### src/rtl/store_buffer.sv
// store_buffer
//
// Store queue between the memory stage and data_cache. Aligned stores are queued in a
// DEPTH-entry FIFO and drained into the cache's single port on any cycle without an
// unhazarded load. Loads whose word matches a pending store are flagged so the pipeline
// stalls them until that store has drained.
//
// Ports:
//   i_Clock, i_Reset_n               clock, asynchronous active-low reset
//   i_StoreValid/Mode/Address/Data   store request (data right-aligned)
//   o_StoreReady                     FIFO not full (registered state only)
//   o_MisalignedStore                current store is misaligned and dropped
//   i_LoadValid/Mode/Address         load request
//   o_LoadHazard                     load word matches a pending store
//   o_CacheWriteEnable/ReadEnable    data_cache port controls
//   o_CacheMode/Address/Data         data_cache port operands
//   o_Empty                          no pending stores

module store_buffer #(
    parameter int unsigned DEPTH = 4
) (
    input  logic        i_Clock,
    input  logic        i_Reset_n,
    input  logic        i_StoreValid,
    input  logic [2:0]  i_StoreMode,
    input  logic [31:0] i_StoreAddress,
    input  logic [31:0] i_StoreData,
    output logic        o_StoreReady,
    output logic        o_MisalignedStore,
    input  logic        i_LoadValid,
    input  logic [2:0]  i_LoadMode,
    input  logic [31:0] i_LoadAddress,
    output logic        o_LoadHazard,
    output logic        o_CacheWriteEnable,
    output logic        o_CacheReadEnable,
    output logic [2:0]  o_CacheMode,
    output logic [31:0] o_CacheAddress,
    output logic [31:0] o_CacheData,
    output logic        o_Empty
);

    // Store mode encodings shared with data_cache.
    localparam logic [2:0] STORE_BYTE = 3'b000;
    localparam logic [2:0] STORE_HALF = 3'b001;
    localparam logic [2:0] STORE_WORD = 3'b010;

    localparam int unsigned PtrWidth = (DEPTH > 1) ? $clog2(DEPTH) : 1;
    localparam logic [PtrWidth:0] FullCount = (PtrWidth + 1)'(DEPTH);

    logic [2:0]  entryMode    [DEPTH];
    logic [31:0] entryAddress [DEPTH];
    logic [31:0] entryData    [DEPTH];

    logic [PtrWidth-1:0] wrPtrQ, wrPtrD;
    logic [PtrWidth-1:0] rdPtrQ, rdPtrD;
    logic [PtrWidth:0]   countQ, countD;

    logic isStoreMode;
    logic misaligned;
    logic enqueue;
    logic drain;
    logic notEmpty;
    logic wordHit;
    logic loadHazard;
    logic storeReady;

    // Store classification and acceptance
    always_comb begin
        isStoreMode = (i_StoreMode == STORE_BYTE) || (i_StoreMode == STORE_HALF) ||
                      (i_StoreMode == STORE_WORD);
        misaligned  = ((i_StoreMode == STORE_HALF) && i_StoreAddress[0]) ||
                      ((i_StoreMode == STORE_WORD) && (i_StoreAddress[1:0] != 2'b00));
        storeReady  = (countQ != FullCount);
        notEmpty    = (countQ != '0);
        enqueue     = i_StoreValid && storeReady && isStoreMode && !misaligned;
    end

    // Word-granular match against the occupied window [rdPtr, rdPtr + count).
    always_comb begin
        wordHit = 1'b0;
        for (int unsigned i = 0; i < DEPTH; i++) begin
            if (((PtrWidth + 1)'(i) < countQ) &&
                (entryAddress[rdPtrQ + PtrWidth'(i)][31:2] == i_LoadAddress[31:2])) begin
                wordHit = 1'b1;
            end
        end
    end

    // A hazarded load still lets the head drain, so a stalled load cannot deadlock.
    always_comb begin
        loadHazard = i_LoadValid && wordHit;
        drain      = notEmpty && (!i_LoadValid || loadHazard);
    end

    // Pointer and occupancy next state
    always_comb begin
        wrPtrD = wrPtrQ;
        rdPtrD = rdPtrQ;
        countD = countQ;
        if (enqueue) begin
            wrPtrD = wrPtrQ + PtrWidth'(1);
        end
        if (drain) begin
            rdPtrD = rdPtrQ + PtrWidth'(1);
        end
        case ({enqueue, drain})
            2'b10:   countD = countQ + (PtrWidth + 1)'(1);
            2'b01:   countD = countQ - (PtrWidth + 1)'(1);
            default: countD = countQ;
        endcase
    end

    always_ff @(posedge i_Clock or negedge i_Reset_n) begin
        if (!i_Reset_n) begin
            wrPtrQ <= '0;
            rdPtrQ <= '0;
            countQ <= '0;
        end else begin
            wrPtrQ <= wrPtrD;
            rdPtrQ <= rdPtrD;
            countQ <= countD;
        end
    end

    // Entry payload needs no reset; occupancy is tracked by count alone.
    always_ff @(posedge i_Clock) begin
        if (enqueue) begin
            entryMode[wrPtrQ]    <= i_StoreMode;
            entryAddress[wrPtrQ] <= i_StoreAddress;
            entryData[wrPtrQ]    <= i_StoreData;
        end
    end

    // Cache port mux
    always_comb begin
        o_StoreReady       = storeReady;
        o_MisalignedStore  = i_StoreValid && misaligned;
        o_LoadHazard       = loadHazard;
        o_Empty            = !notEmpty;
        o_CacheWriteEnable = drain;
        o_CacheReadEnable  = i_LoadValid && !loadHazard;
        o_CacheMode        = i_LoadMode;
        o_CacheAddress     = i_LoadAddress;
        o_CacheData        = '0;
        if (drain) begin
            o_CacheMode    = entryMode[rdPtrQ];
            o_CacheAddress = entryAddress[rdPtrQ];
            o_CacheData    = entryData[rdPtrQ];
        end
    end

endmodule

### config.mk
export PLATFORM = sky130hd
export DESIGN_NAME = store_buffer
export DESIGN_NICKNAME = d
export VERILOG_FILES = /design/src/rtl/store_buffer.sv
export SDC_FILE = /design/constraint.sdc
export NUM_CORES = 1
export LEC_CHECK = 0
export CELL_PAD_IN_SITES_DETAIL_PLACEMENT = 1
export CELL_PAD_IN_SITES_GLOBAL_PLACEMENT = 2
export CORE_AREA = 5 5 198 200
export DETAILED_ROUTE_END_ITERATION = 7
export DIE_AREA = 0 0 203 205
export GPL_TIMING_DRIVEN = 0
export PLACE_DENSITY = 0.79
export SETUP_SLACK_MARGIN = 0.4
export SLEW_MARGIN = 0
export SYNTH_ARGS = -nofsm -noshare
export SYNTH_HDL_FRONTEND = slang
export SYNTH_SLANG_ARGS = --single-unit
### constraint.sdc
create_clock -name i_Clock -period 4.6 [get_ports i_Clock]
set_input_delay 0.92 -clock i_Clock [delete_from_list [all_inputs] [get_ports i_Clock]]
set_output_delay 0.92 -clock i_Clock [all_outputs]
set_load 0.03 [all_outputs]
# Yosys cells after proc, flatten, opt, wreduce, memory -nomap -nowiden
# Memory sizes are Yosys's and may differ from the RTL's.
# Cells that the tools add are included.
[word_totals] register_bits=7 ram_bits=268 inputBits=106 output_inout_bits=73 wordCells=60 mem_count=3
[op_classes] n_addsub=6 n_lt_le_gt_ge=4 eq_ne=9 muxes=10 reduce_logical=25
[mem_list] memory="entryAddress" words=4 word_bits=32 rd=4 rd_ports_with_merged_regs=0 write_ports=1 line_no="51" rtl="logic [31:0] entryAddress [DEPTH];"
[mem_list] memory="entryData" words=4 word_bits=32 rd=1 rd_ports_with_merged_regs=0 write_ports=1 line_no="52" rtl="logic [31:0] entryData [DEPTH];"
[mem_list] memory="entryMode" words=4 word_bits=3 rd=1 rd_ports_with_merged_regs=0 write_ports=1 line_no="50" rtl="logic [2:0] entryMode [DEPTH];"
[ops] op="30-bit == test" n=4
[ops] op="32-bit 2-to-1 mux" n=2
[ops] op="1-bit logical AND" n=13
[ops] op="1-bit by 3-bit less-than comparator with 1-bit output, first input constant" n=2
[ops] op="2-bit by 3-bit less-than comparator with 1-bit output, first input constant" n=2
[ops] op="1-bit 2-to-1 mux" n=6
[ops] op="3-bit case mux with 2 select lines" n=1
[ops] op="2-bit by 1-bit adder with 2-bit output, second input constant" n=2
[ops] op="2-bit adder, second input constant" n=2
[ops] op="1-bit zero test" n=4
[ops] op="1-bit logical OR" n=4
[ops] op="2-bit nonzero test" n=2
[ops] op="3-bit by 1-bit adder with 3-bit output, second input constant" n=1
[ops] op="3-bit by 1-bit == test with 1-bit output, second input constant" n=1
[ops] op="3-bit by 2-bit == test with 1-bit output, second input constant" n=1
[ops] op="3-bit zero test" n=1
[ops] op="3-bit 2-to-1 mux" n=1
[ops] op="3-bit inequality test, second input constant" n=1
[ops] op="3-bit nonzero test" n=1
[ops] op="3-bit by 1-bit subtractor with 3-bit output, second input constant" n=1
[ops] op="2-bit by 1-bit == test with 1-bit output, second input constant" n=1
[ops] op="2-bit == test, second input constant" n=1

# Logic depth before layout (Yosys ltp)
# Gate-level depths: netlist of the first run.
# An unclocked memory read counts as a cell.
[depth] ltp_word=12 ltp_mapped=19 depth_no_buf=12

# Worst setup path after synthesis of the first run
# OpenSTA, ideal clock, no wires.
[synth_timing] path_type="input port to output port" from="input port i_LoadAddress[26]" to="output port o_CacheAddress[13]" t_arrival_ps=3498 required_ps=3680 setup_slack_ps=182 stages=10 path_buffers=3 cell_sequence="clkbuf_1 > xnor2_1 > or4b_1 > o31a_1 > or4_4 > o22ai_4 > o31ai_4 > buf_8 > buf_8 > mux2i_1"
[synth_between] elab_chain_len=10 elab_cells_between_ends=16 classes_between="eq/ne (4); mux (5); reduce/logical (7)"
[synth_lines] element="from (decl)" line_no="32" rtl="input logic [31:0] i_LoadAddress,"
[synth_lines] element="30-bit == test" line_no="83" rtl="(entryAddress[rdPtrQ + PtrWidth'(i)][31:2] == i_LoadAddress[31:2])) begin"
[synth_lines] element="1-bit logical AND" line_no="82" rtl="if (((PtrWidth + 1)'(i) < countQ) &&"
[synth_lines] element="1-bit 2-to-1 mux (3 in a row)" line_no="82"
[synth_lines] element="1-bit 2-to-1 mux *" line_no="82"
[synth_lines] element="1-bit logical AND *" line_no="91" rtl="loadHazard = i_LoadValid && wordHit;"
[synth_lines] element="1-bit logical OR *" line_no="92" rtl="drain = notEmpty && (!i_LoadValid || loadHazard);"
[synth_lines] element="1-bit logical AND *" line_no="92"
[synth_lines] element="32-bit 2-to-1 mux *" line_no="145" rtl="if (drain) begin"
[synth_lines] element="to (decl)" line_no="37" rtl="output logic [31:0] o_CacheAddress,"
# Mark *: on every way between the ends. The rest lies on a longest branch, timed or not.

# Worst setup path after layout of the first run
[layout_timing] from="register rdPtrQ[1]" to="output port o_CacheAddress[9]"
[layout_between] elab_chain_len=11 elab_cells_between_ends=20 classes_between="add/sub (3); eq/ne (4); mux (5); reduce/logical (7); memory (1)"
[layout_lines] element="from (decl)" line_no="55" rtl="logic [PtrWidth-1:0] rdPtrQ, rdPtrD;"
[layout_lines] element="from (signal assigned)" line_no="120" rtl="rdPtrQ <= rdPtrD;"
[layout_lines] element="2-bit by 1-bit adder with 2-bit output or memory read 4 x 32 bit (tied branches)"
[layout_lines] element="memory read 4 x 32 bit *"
[layout_lines] element="30-bit == test or 1-bit logical AND (tied branches)" line_no="83, 82"
[layout_lines] element="1-bit logical AND or 1-bit 2-to-1 mux (tied branches)" line_no="82"
[layout_lines] element="1-bit 2-to-1 mux (3 in a row)" line_no="82"
[layout_lines] element="1-bit logical AND" line_no="91"
[layout_lines] element="1-bit logical OR" line_no="92"
[layout_lines] element="1-bit logical AND" line_no="92"
[layout_lines] element="32-bit 2-to-1 mux *" line_no="145"
# Marked as above.

==> results of run 1 <==
## stage by stage
stage               area (um2)  setup slack [ns]  std cells  utilization (%)
CTS                      19340           -0.5762       1691            51.97
detailed placement       17290            -1.480       1603            46.46
global placement         17170            -1.473       1599            46.13
floorplan                15040            0.2854        971                -
finish                   20320           -0.6058       1730            54.58
global route             20320           -0.6873       1730            54.58
## final cells by class
class | instances | area (um2) | share of cell area [%]
clock buffers | 38 | 802.0 | 3.948
multi-input cells | 601 | 7056 | 34.73
inverters | 21 | 82.58 | 0.4065
clock inverters | 20 | 235.2 | 1.158
flip-flops and latches | 275 | 8223 | 40.48
repair buffers | 227 | 2545 | 12.53
plain buffers | 74 | 779.5 | 3.837
well taps | 474 | 593.1 | 2.919
## registers in the layout, indices dropped and copies added (netlist names)
register,count
wrPtrQ,2
entryData,128
entryAddress,128
entryMode,12
countQ,3
rdPtrQ,2
## worst reg2reg max path, stage by stage, from the launching register on
cell        delay (ns)
dfrtp_1           0.38
buf_12            0.16
buf_12            0.15
buf_12            0.15
buf_12            0.16
mux2i_4           0.26
xnor2_2           0.17
nor3_2            0.07
o211ai_1          0.44
nor4b_2           0.15
a22o_4            0.31
o31ai_4           0.40
buf_12            0.21
buf_6             0.11
clkbuf_16         0.16
clkinvlp_4        0.13
ha_4              0.18
mux2i_1           0.11
nor2_1            0.11
xor2_1            0.21
## placed cells by master, fill, tap and decap left out, drive strengths merged, types with 6 or more instances in the layout
cell type / n
a21oi: 11
and2: 6
buf: 181
clkbuf: 71
clkdlybuf4s50: 84
clkinv: 13
dfrtp: 7
edfxtp: 268
ha: 9
inv: 19
mux2: 53
mux2i: 136
mux4: 72
nand2: 29
nand4: 11
nor2: 16
nor2b: 34
nor3: 7
nor4: 6
o211ai: 7
o21ai: 14
o221ai: 7
o22ai: 8
xnor2: 88
xor2: 13
## where the power goes
part | total, mW | switching, mW | internal (mW)
Combinational | 7.41 | 3.81 | 3.60
Sequential | 3.00 | 0.0828 | 2.91
Clock | 2.51 | 0.993 | 1.52
## kinds of logic (layout without fill, tap and decap cells)
logic type | count (synthesis) | count (layout) | synth area share, %
compound gates | 100 | 100 | 5.220
xor+xnor | 101 | 101 | 5.905
fa+ha+maj | 9 | 9 | 0.7517
buf+inv | 95 | 380 | 3.767
flops | 275 | 275 | 54.89
mux | 261 | 261 | 24.71
simple gates | 130 | 130 | 4.761
## what timing repair did
action                                  in CTS  in global routing
cloned                                       1                  8
pin swaps                                   16                 16
endpoints found under the setup margin      74                 71
gates resized for setup                    604                125
buffers inserted                            29                 31
## metal layers
| metal | vias to the layer above | global-route usage, % |
|---|---|---|
| met5 | - | 0 |
| met4 | 8 | 6.887 |
| met3 | 101 | 5.636 |
| met2 | 386 | 41.63 |
| met1 | 5207 | 30.43 |
| li1 | 4371 | - |
## worst max-delay path by stage
stage,startpoint,depth (start not counted),to
6_report,rdPtrQ[1],15,o_CacheAddress[9]
5_1_grt,rdPtrQ[1],15,o_CacheAddress[9]
4_1_cts,rdPtrQ[1],16,o_CacheAddress[9]
3_5_place_dp,i_LoadAddress[15],12,o_CacheAddress[23]
3_3_place_gp,i_LoadAddress[15],12,o_CacheAddress[23]
2_1_floorplan,i_LoadAddress[26],10,o_CacheAddress[13]
==> reports/metrics.csv, run 1 <==
stage,metric,value,unit
power_and_ir_drop,total power,12.91,mW
synth,Syn Inst Count,971,
detailed_routing,wl on met1,20.96,mm
setup_path,CP peak stage delay,0.44,ns
timing,Slew HR,39.75,%
detailed_routing,final wirelength,53.01,mm
synth,Synth top area share,53.72,%
timing,hold slack,0.6114,ns
clock_network,CTS H-tree lvls,1,
synth,Synth area leader,edfxtp_1,
detailed_routing,DR top layer,met5,
detailed_routing,met3 WL post-DR,3.759,mm
setup_path,Max Fanout on Critical Path,8,
timing,min cycle time layout,5.206,ns
clock_network,CTS sink cnt,275,
setup_path,reg2reg end,countQ[2],
synth,top_reg_cell synth,edfxtp_1,
setup_path,CP startpoint kind,flop,
global_route,gr usage total,24.07,%
timing,Layout Skew,0.03095,ns
timing,worst-margin pin slew,0.9018,ns
power_and_ir_drop,cell area power density,635.5,mW/mm2
timing,Max Freq,0.1921,GHz
synth,synthesized area per cell,15.43,um2
detailed_routing,WL met2,26.57,mm
setup_path,crit-path most repeated cell,buf_12,
synth,sequential area share after synthesis,54.89,%
synth,synth top area cells,"edfxtp_1 (54%), mux4_2 (11%), mux2i_1 (9.0%), xnor2_1 (5.1%), mux2_4 (2.9%)",
timing,Final Worst Setup Slack,-0.6058,ns
clock_network,cts hold-fix bufs,0,
min_path,HP Class,flop to flop,
floorplan,# IOs,179,
global_route,global-route wire length before repair,73.12,mm
global_route,largest net degree at the start of global routing,50,
power_and_ir_drop,VDD IR max,0.0003756,V
finish,Nets,1346,
finish,Antenna Cells,0,
floorplan,die height,205,um
detailed_routing,post-route ant nets,0,
min_path,hold endpoint,countQ[1],
timing,Fin. Hold Viols,0,
placed_design,PortBufs,154,
synth,ys async rst share,2.545,%
clock_network,deepest clock path buffer count,3,
floorplan,Die Wd,203,um
global_route,initial antenna violation count,5,
setup_path,Worst EP arrival,4.29,ns
synth,distinct cell type count after synthesis,73,
synth,yosys warns,0,
outcome,failing checks,setup timing,
floorplan,die area,0.04162,mm2
detailed_routing,DRC viols,0,
synth,syn_nets,1086,
detailed_routing,DRT Pass-1 Iters,7,
floorplan,core box area,0.03722,mm2
placed_design,Post-DP HPWL,35.83,mm
global_route,grt ovf,0,
synth,leading cell types by count after synthesis,"edfxtp_1 (268), mux2i_1 (135), xnor2_1 (88), mux4_2 (72), nor2b_1 (34)",
detailed_routing,Via Count,10070,
clock_network,CTS buffer count,31,
timing,max-slew violations,0,
synth,most numerous cell in the Yosys netlist,edfxtp_1,
timing,TNS Setup,-34.11,ns
setup_path,family with the most delay on the worst path,buffers and inverters,
clock_network,Worst-Skew Late Latency,0.58,ns
placed_design,GP Congestion,0.9337,
global_route,vias in the first global route,10620,
outcome,status,finished with violations,
setup_path,R2R Path Start,rdPtrQ[1],
detailed_routing,DR iter-0 viols,661,
setup_path,Critical-path top delay cell,o211ai_1,
finish,Fillers,3443,
timing,RSZ-0062 raised after global routing,true,
clock_network,clk root buf,clkbuf_16,
finish,Layout area overhead,35.61,%
finish,layout cells sized above 1,37.50,%
setup_path,"Cell Chain, Critical Path",buf_12 -> buf_12 -> buf_12 -> buf_12 -> mux2i_4 -> xnor2_2 -> nor3_2 -> o211ai_1 -> nor4b_2 -> a22o_4 -> o31ai_4 -> buf_6 -> buf_12 -> mux2_4 -> buf_6,
setup_path,Crit. End Element,output port,
synth,"EDFF count, synth",268,
detailed_routing,routed wire length per instance,30.64,um
setup_path,WS Path Type,flop to output port,
job,max_cap viols,0,
power_and_ir_drop,Leak Pwr,7.217,nW
min_path,Hold Crit Depth,2,
synth,Post-Syn Area,0.01498,mm2
setup_path,FF-to-FF path depth,19,
clock_network,CTS tree,done,
setup_path,Buffers & Inverters on Critical Path,7,
clock_network,clock-pin slew on the worst setup and hold paths,0.06,ns
timing,Setup Viol. Count Final,70,
synth,"FF+latch count, synth",275,
timing,post-route clock period utilization,113.2,%
setup_path,R2R Setup Slk,0.48,ns
detailed_routing,vias per inst,5.823,
floorplan,Initial Util,40.25,%
min_path,Hold Startpoint,countQ[1],
setup_path,Critical Path RT,3.68,ns
floorplan,Std-Cell Rows,71,
Note: power is estimated with default switching activity, not from simulation.
==> run 2: changes to the inputs <==
--- a/config.mk
+++ b/config.mk
@@ -7,11 +7,12 @@
 export LEC_CHECK = 0
 export CELL_PAD_IN_SITES_DETAIL_PLACEMENT = 1
 export CELL_PAD_IN_SITES_GLOBAL_PLACEMENT = 2
-export CORE_AREA = 5 5 198 200
+export CORE_AREA = 5 5 187 189
 export DETAILED_ROUTE_END_ITERATION = 7
-export DIE_AREA = 0 0 203 205
+export DIE_AREA = 0 0 192 194
+export DONT_BUFFER_PORTS = 1
 export GPL_TIMING_DRIVEN = 0
-export PLACE_DENSITY = 0.79
+export PLACE_DENSITY = 0.78
 export SETUP_SLACK_MARGIN = 0.4
 export SLEW_MARGIN = 0
 export SYNTH_ARGS = -nofsm -noshare
==> reports/metrics.csv, run 2 (synthesized netlist as in run 1, its figures left out) <==
stage,metric,value,unit
placed_design,GP Congestion,0.9478,
floorplan,die height,194,um
timing,post-route clock period utilization,109.9,%
timing,Setup Viol. Count Final,69,
timing,worst-margin pin slew,0.9658,ns
clock_network,CTS H-tree lvls,1,
setup_path,Worst EP arrival,4.14,ns
power_and_ir_drop,VDD IR max,0.0004011,V
detailed_routing,Via Count,9400,
global_route,global-route wire length before repair,70.85,mm
finish,Layout area overhead,25.06,%
global_route,largest net degree at the start of global routing,55,
timing,Max Freq,0.1978,GHz
finish,Nets,1191,
floorplan,Die Wd,192,um
clock_network,Worst-Skew Late Latency,0.57,ns
outcome,failing checks,setup timing,
global_route,initial antenna violation count,0,
floorplan,core box area,0.03311,mm2
clock_network,cts hold-fix bufs,0,
finish,Fillers,3007,
global_route,vias in the first global route,10130,
setup_path,Max Fanout on Critical Path,9,
power_and_ir_drop,Leak Pwr,6.498,nW
finish,Finished Layout Cells,1547,
clock_network,CTS buffer count,30,
detailed_routing,DRT Pass-1 Iters,5,
placed_design,Post-DP HPWL,33.69,mm
detailed_routing,DRC viols,0,
timing,Slew HR,35.47,%
placed_design,DP Cell Count,1423,
min_path,HP Class,primary input to asynchronous set/reset pin,
global_route,gr usage total,26.14,%
timing,Final Worst Setup Slack,-0.4565,ns
clock_network,clk root buf,clkbuf_16,
detailed_routing,routed wire length per instance,32.39,um
finish,Largest regs,"entryAddress: 128 flops, entryData: 128 flops, entryMode: 12 flops",
timing,max-slew violations,0,
detailed_routing,post-route ant nets,0,
job,max_cap viols,0,
finish,Util after Layout,56.58,%
floorplan,Initial Util,45.24,%
finish,Antenna Cells,0,
setup_path,Critical Path RT,3.68,ns
detailed_routing,vias per inst,6.076,
clock_network,CTS sink cnt,275,
clock_network,deepest clock path buffer count,3,
timing,Layout Skew,0.01161,ns
placed_design,PortBufs,0,
setup_path,Crit. End Element,output port,
timing,min cycle time layout,5.057,ns
clock_network,CTS tree,done,
setup_path,WS Path Type,flop to output port,
floorplan,Std-Cell Rows,67,
timing,RSZ-0062 raised after global routing,true,
outcome,status,finished with violations,
global_route,grt ovf,0,
finish,"commonest non-fill, non-tap cell in the layout",edfxtp_1,
timing,TNS Setup,-27.09,ns
clock_network,clock-pin slew on the worst setup and hold paths,0.06,ns
floorplan,# IOs,179,
power_and_ir_drop,cell area power density,652.2,mW/mm2
finish,"commonest non-fill, non-tap cells in the layout","edfxtp_1 (268), mux2i_1 (90), xnor2_1 (73)",
floorplan,die area,0.03725,mm2
detailed_routing,final wirelength,50.11,mm
setup_path,CP startpoint kind,flop,
timing,Fin. Hold Viols,0,
power_and_ir_drop,total power,12.22,mW
finish,layout cells sized above 1,38.13,%
detailed_routing,DR iter-0 viols,810,
[run 2: cell types whose count changed in the layout (fill, tap and decap cells not counted), sizes merged]
cell,delta
clkdlybuf4s15,+1
clkdlybuf4s50,-84
buf,-68
bufinv,-2
clkinv,+3
inv,-1
clkbuf,-6
[run 2: repair_timing]
item | CTS | global route
gates resized for setup | 187 | 78
setup endpoints to repair | 73 | 73
gates cloned | 5 | 3
pin swaps | 19 | 18
buffers inserted | 41 | 20
[run 2: path summary, 6_finish.rpt]
check | startpoint | to | slack, ns | cells past startpoint
worst max register to register | rdPtrQ[1] | countQ[2] | 0.42 | 20
worst min-delay path | i_Reset_n | rdPtrQ[1] | 0.04 | 0
max in group asynchronous | i_Reset_n | wrPtrQ[1] | 4.48 | 0
worst min register to register | countQ[0] | countQ[0] | 0.59 | 1
worst max-delay path | rdPtrQ[1] | o_CacheAddress[3] | -0.46 | 15
min in group i_Clock | i_StoreAddress[16] | entryAddress[1][16] | 0.44 | 0
[run 2: routing by layer]
metal | vias up | global-route usage (%) | wire length, um
li1 | 4034 | - | -
met1 | 4896 | 32.89 | 19360
met2 | 378 | 43.10 | 24560
met3 | 92 | 8.714 | 4454
met4 | 0 | 7.871 | 1733
met5 | - | 0 | 0
[run 2: power by group]
| group | leakage [nW] | switching (mW) | internal [mW] |
|---|---|---|---|
| registers | 2.50 | 0.0803 | 2.91 |
| logic | 3.53 | 3.65 | 3.20 |
| clock network | 0.471 | 0.989 | 1.39 |
| total | 6.50 | 4.72 | 7.50 |
[run 2: layout make-up]
class	count	area, um2	area share (%)
sequential	275	8223	43.89
multi-input combinational	601	7137	38.09
timing repair buffer	73	937.1	5.002
buffer	74	815.8	4.354
clock buffer	35	790.8	4.221
tap	448	560.5	2.992
clock inverter	20	186.4	0.9951
inverter	21	85.08	0.4541
[run 2: per-stage QoR]
step                      worst slack, ns  hold WS (ns)  cell area [um2]
after floorplan                    0.2854        0.5142            15040
after global placement            -0.8158        0.5636            15600
after detailed placement          -0.7195        0.5764            15720
after CTS                         -0.4136       0.02160            18040
after global routing              -0.5532       0.01627            18740
final                             -0.4565       0.04098            18740
[run 2: critical path, cell delays in order, from the launching register on]
cell and delay [ns]:
dfrtp_1 0.39, buf_8 0.15, buf_12 0.15, buf_16 0.15
buf_16 0.15, buf_16 0.16, mux4_2 0.34, xnor2_2 0.14
nand4_1 0.18, nor4b_4 0.32, nand4b_1 0.24, o22ai_4 0.27
o31ai_4 0.16, buf_12 0.19, buf_12 0.15, mux2_4 0.38
